**config.mk**
```make
export PLATFORM = sky130hd
export DESIGN_NAME = rx_drain_sched
export DESIGN_NICKNAME = d
export VERILOG_FILES = /design/src/rtl/rx_drain_sched.sv
export SDC_FILE = /design/constraint.sdc
export NUM_CORES = 1
export LEC_CHECK = 0
export CAP_MARGIN = 20
export CORE_MARGIN = 2
export CORE_UTILIZATION = 56
export CTS_CLUSTER_DIAMETER = 80
export CTS_CLUSTER_SIZE = 24
export DETAILED_ROUTE_END_ITERATION = 10
export GPL_TIMING_DRIVEN = 1
export PLACE_DENSITY = 0.86
export SETUP_SLACK_MARGIN = 0.05
export SKIP_LAST_GASP = 1
export SYNTH_ARGS = -nofsm -noshare
export SYNTH_HDL_FRONTEND = slang
export SYNTH_SLANG_ARGS = --single-unit
```
**constraint.sdc**
```tcl
create_clock -name clk -period 4.85 [get_ports clk]
set_input_delay 0.7275 -clock clk [delete_from_list [all_inputs] [get_ports clk]]
set_output_delay 0.7275 -clock clk [all_outputs]
set_load 0.005 [all_outputs]
```
**src/rtl/rx_drain_sched.sv**
```systemverilog
// Drains the RX circular buffer to the host DMA in bounded bursts that never wrap; the read pointer commits only after each burst is done.
// dma_req rises 1 cycle after the issue condition; the request is held until dma_ack, and only one burst is ever outstanding.
module rx_drain_sched #(
  parameter int ADDR_W    = 10,
  parameter int MAX_BURST = 16,
  parameter int TIMEOUT   = 255
) (
  input  logic              clk,
  input  logic              reset,
  input  logic              enable,
  input  logic [ADDR_W-1:0] wr_addr_in,
  output logic              dma_req,
  output logic [ADDR_W-1:0] dma_addr,
  output logic [ADDR_W:0]   dma_len,
  input  logic              dma_ack,
  input  logic              dma_done,
  output logic [ADDR_W-1:0] committed_rd_address,
  output logic              busy,
  output logic [15:0]       burst_count
);

  localparam logic [1:0] ST_IDLE      = 2'd0;
  localparam logic [1:0] ST_REQ       = 2'd1;
  localparam logic [1:0] ST_WAIT_DONE = 2'd2;
  localparam logic [1:0] ST_COMMIT    = 2'd3;

  localparam logic [ADDR_W:0] MAX_LEN   = (ADDR_W+1)'(MAX_BURST);
  localparam logic [ADDR_W:0] DEPTH     = (ADDR_W+1)'(2**ADDR_W);
  localparam logic [15:0]     TIMEOUT_V = 16'(TIMEOUT);

  logic [1:0]        state;
  logic [15:0]       timer;
  logic [ADDR_W-1:0] occ;
  logic [ADDR_W:0]   occ_w;
  logic [ADDR_W:0]   room_to_end;
  logic [ADDR_W:0]   len;
  logic              issue;

  always_comb begin
    occ         = wr_addr_in - committed_rd_address;
    occ_w       = {1'b0, occ};
    room_to_end = DEPTH - {1'b0, committed_rd_address};
    len         = occ_w;
    if (len > MAX_LEN)     len = MAX_LEN;
    if (len > room_to_end) len = room_to_end;
    // Draining right up to the buffer end lets the next burst restart at line 0 without waiting for the timer.
    issue = (state == ST_IDLE) && enable && (occ_w != '0) &&
            ((occ_w >= MAX_LEN) || (timer == TIMEOUT_V) || (room_to_end <= occ_w));
  end

  assign busy = (state != ST_IDLE);

  always_ff @(posedge clk) begin
    if (reset) begin
      state                <= ST_IDLE;
      dma_req              <= 1'b0;
      dma_addr             <= '0;
      dma_len              <= '0;
      committed_rd_address <= '0;
      burst_count          <= '0;
      timer                <= '0;
    end else begin
      case (state)
        ST_IDLE: begin
          if (issue) begin
            dma_req  <= 1'b1;
            dma_addr <= committed_rd_address;
            dma_len  <= len;
            timer    <= '0;
            state    <= ST_REQ;
          end else if (occ_w == '0) begin
            timer <= '0;
          end else if ((occ_w < MAX_LEN) && (timer != TIMEOUT_V)) begin
            timer <= timer + 16'd1;
          end
        end
        ST_REQ: begin
          if (dma_ack) begin
            dma_req <= 1'b0;
            if (dma_done) begin
              committed_rd_address <= committed_rd_address + dma_len[ADDR_W-1:0];
              burst_count          <= burst_count + 16'd1;
              state                <= ST_COMMIT;
            end else begin
              state <= ST_WAIT_DONE;
            end
          end
        end
        ST_WAIT_DONE: begin
          // The pointer moves on the done edge so it is visible during the COMMIT cycle.
          if (dma_done) begin
            committed_rd_address <= committed_rd_address + dma_len[ADDR_W-1:0];
            burst_count          <= burst_count + 16'd1;
            state                <= ST_COMMIT;
          end
        end
        ST_COMMIT: begin
          timer <= '0;
          state <= ST_IDLE;
        end
        default: state <= ST_IDLE;
      endcase
    end
  end

endmodule

```
==> results.tsv <==
metric	value	unit
status	finished, final reports clean	
RSZ-0062 raised after global routing	true	
DRT antenna net count	0	
# IOs	64	
DR WL met2	5690	um
crit path launch type	primary input	
post-synth top area share	28.6	%
Post-DP HPWL	8420	um
met3 routed WL	587	um
worst-skew pair later-pin latency	360	ps
Avg Inst Size Synth	8.04	um^2
CTS tree	yes	
share of cells above drive strength 1	7.86	%
RD Place Congestion	0.917	
Max stage delay cell, worst path	nor3_4	
drt drc	0	
Post-CTS Hold Fix Bufs	0	
drt initial violations	235	
Worst Setup Path Type	primary input to flop	
Die Wd	94.9	um
largest area contributor in the netlist	dfxtp_1	
Clock Sink Count	66	
Hold Vio Cnt, Final	0	
clk slew on worst S/H paths	80	ps
TritonRoute pass-1 iters	5	
aggregate negative setup slack	0	ps
Die Ht	94.9	um
first-pass GRT wire length	18800	um
Slew HR	61.3	%
highest clock rate	219	MHz
root buf cell	clkbuf_8	
met1 WL	4960	um
worst hold path type	flop to flop	
total power draw	0.00181	W
synthesized flop and latch total	66	
Num CTS Buffers	9	
effective utilization at floorplan	57.2	%
count of final setup violators	0	
Worst-Margin Slew	578	ps
grt ovf	0	
pre-CTS WS	-55.8	ps
Routed WL	11600	um
fin crit share	94.0	%
Primary FF master, synth	dfxtp_1	
Max clock buf depth	2	
Syn Inst Count	575	
required time of the critical path	5160	ps
vias per cell	6.02	
worst vdd ir	0.000273	V
area of the multi-input gates	0.00307	mm^2
unique cell type count in the Yosys netlist	68	
Port Buf Inserts	63	
post-synthesis sequential area ratio	28.6	%
Avg WL per Cell	15.4	um
slowest stage delay, CP	520	ps
Leak Pwr	2.25	nW
Synth area leaders	dfxtp_1 29%, ha_1 12%, nand2_1 4.6%	
Area growth syn-to-layout	21.6	%
initial antenna violation count	0	
power per cell area	322	mW/mm^2
vias in the first global route	4168	
fraction of registers with async set/reset	0	%
crit path time final	4560	ps
Synth Cell Area	0.00463	mm^2
largest net degree at the start of global routing	47	
htree depth	3	
CORE AREA	0.00809	mm^2
Fill cells	674	
Post-synth EDFFs	0	
crit path max fanout	16	
n_diodes	0	
GRT Total Usage	26.2	%
Clock Skews	9.78	ps
Yosys Warn Count	0	
FP Rows	33	
Pins Over Slew Limit	0	
Min Hold Slack	456	ps
crit-path cells	clkdlybuf4s50_1, inv_1, ha_1, inv_1, fa_1, a21oi_1, o22ai_1, o22ai_2, xnor2_1, inv_1, ha_1, nand4_1, o31ai_1, a21o_1, a31oi_4, buf_12, nor3_4, mux2_2	
most frequent CP cell	inv_1	
crit end category	flop	
final net count	705	
via count	4540	
final worst slack	291	ps
Reg area	0.00132	mm^2
die area	0.00900	mm^2
max_cap viols	0	
WP data arrival	4870	ps
top routing layer used	met4	
through the flow:
| stage | cells | cell area [um^2] | util [%] |
|---|---|---|---|
| 2_1_floorplan | 579 | 4640 | - |
| 3_3_place_gp | 736 | 5390 | 66.6 |
| 3_5_place_dp | 736 | 5390 | 66.6 |
| 4_1_cts | 752 | 5570 | 68.8 |
| 5_1_grt | 754 | 5620 | 69.5 |
| 6_report | 754 | 5620 | 69.5 |
layout by cell type, fill, tap and decap left out, types with 4 or more instances in the layout:
cell type and n:
nor2_1 48, nand2_1 57, a22o_1 14, buf_4 13, dfxtp_1 66, o21ai_0 16
and3_1 23, clkdlybuf4s50_1 63, nor4_1 6, o31ai_1 14, xnor2_1 17, nor3_1 13
a21o_1 6, nand3_1 25, or3_1 4, xor2_1 13, o21bai_1 4, conb_1 5
inv_1 41, nor2b_1 11, o211ai_1 7, ha_1 44, nand4_1 9, clkbuf_8 10
a21oi_1 42
final cells by class:
class	count	share of cell area (%)
clock buffers	11	2.51
clock inverters	5	0.690
inverters	42	2.80
multi-input cells	447	54.5
flip-flops and latches	66	23.5
well taps	105	2.34
repair buffers	78	13.7
critical path: cells and delay by family:
kind                     cells  cell delay, ps
AO/OA/AOI/OAI                6            1240
adder cells (fa/ha/maj)      3             950
buffers and inverters        5             830
AND/OR/NAND/NOR              2             680
multiplexers                 1             260
XOR/XNOR                     1             160
cell usage after synthesis (6+ instances only):
master,n
dfxtp_1,66
nand2_1,57
nor2_1,49
ha_1,44
a21oi_1,42
inv_1,41
nand3_1,25
and3_1,23
o21ai_0,17
xnor2_1,17
a22o_1,14
nor3_1,14
o31ai_1,14
xor2_1,14
clkbuf_1,11
nor2b_1,11
nand4_1,9
o211ai_1,7
a21o_1,6
nor4_1,6
flip-flops by register name, indices dropped and copies added, names as in the netlist:
name                  count
dma_len                  11
burst_count              16
dma_req                   1
state                     2
timer                    16
dma_addr                 10
committed_rd_address     10
timing repair:
action	in CTS	in global routing
endpoints found under the hold margin	0	0
gates resized for setup	0	12
buffers inserted	0	2
setup endpoints to repair	0	22
routing by layer:
metal,vias up,global-route usage (%)
met5,-,0
met4,0,12.9
met3,36,5.51
met2,142,44.6
met1,2165,31.1
li1,2197,-
logic make-up (layout without fill, tap and decap cells):
logic type	count (synthesis)	after routing	share of synthesized area, %
AO/OA/AOI/OAI	140	140	21.5
XOR/XNOR	31	31	5.87
other	1	5	0.0811
AND/OR/NAND/NOR	221	221	23.9
flip-flops	66	66	28.6
multiplexers	4	4	0.920
buffers and inverters	66	136	6.41
adder cells (fa/ha/maj)	46	46	12.8
path summary, 6_finish.rpt:
check / slack, ps / end / cells past startpoint / from
worst max-delay path: 290 / timer[0] / 18 / wr_addr_in[0]
worst min-delay path: 460 / dma_addr[2] / 2 / dma_addr[2]
worst max register to register: 720 / dma_len[1] / 19 / committed_rd_address[4]
worst min register to register: 460 / dma_addr[2] / 2 / dma_addr[2]
where the power goes:
| part | switching, W | internal (W) |
|---|---|---|
| Sequential | 0.0000321 | 0.000569 |
| Clock | 0.000235 | 0.000202 |
| Combinational | 0.000456 | 0.000318 |
| Total | 0.000722 | 0.00109 |
Note: power is estimated with default switching activity, not from simulation.
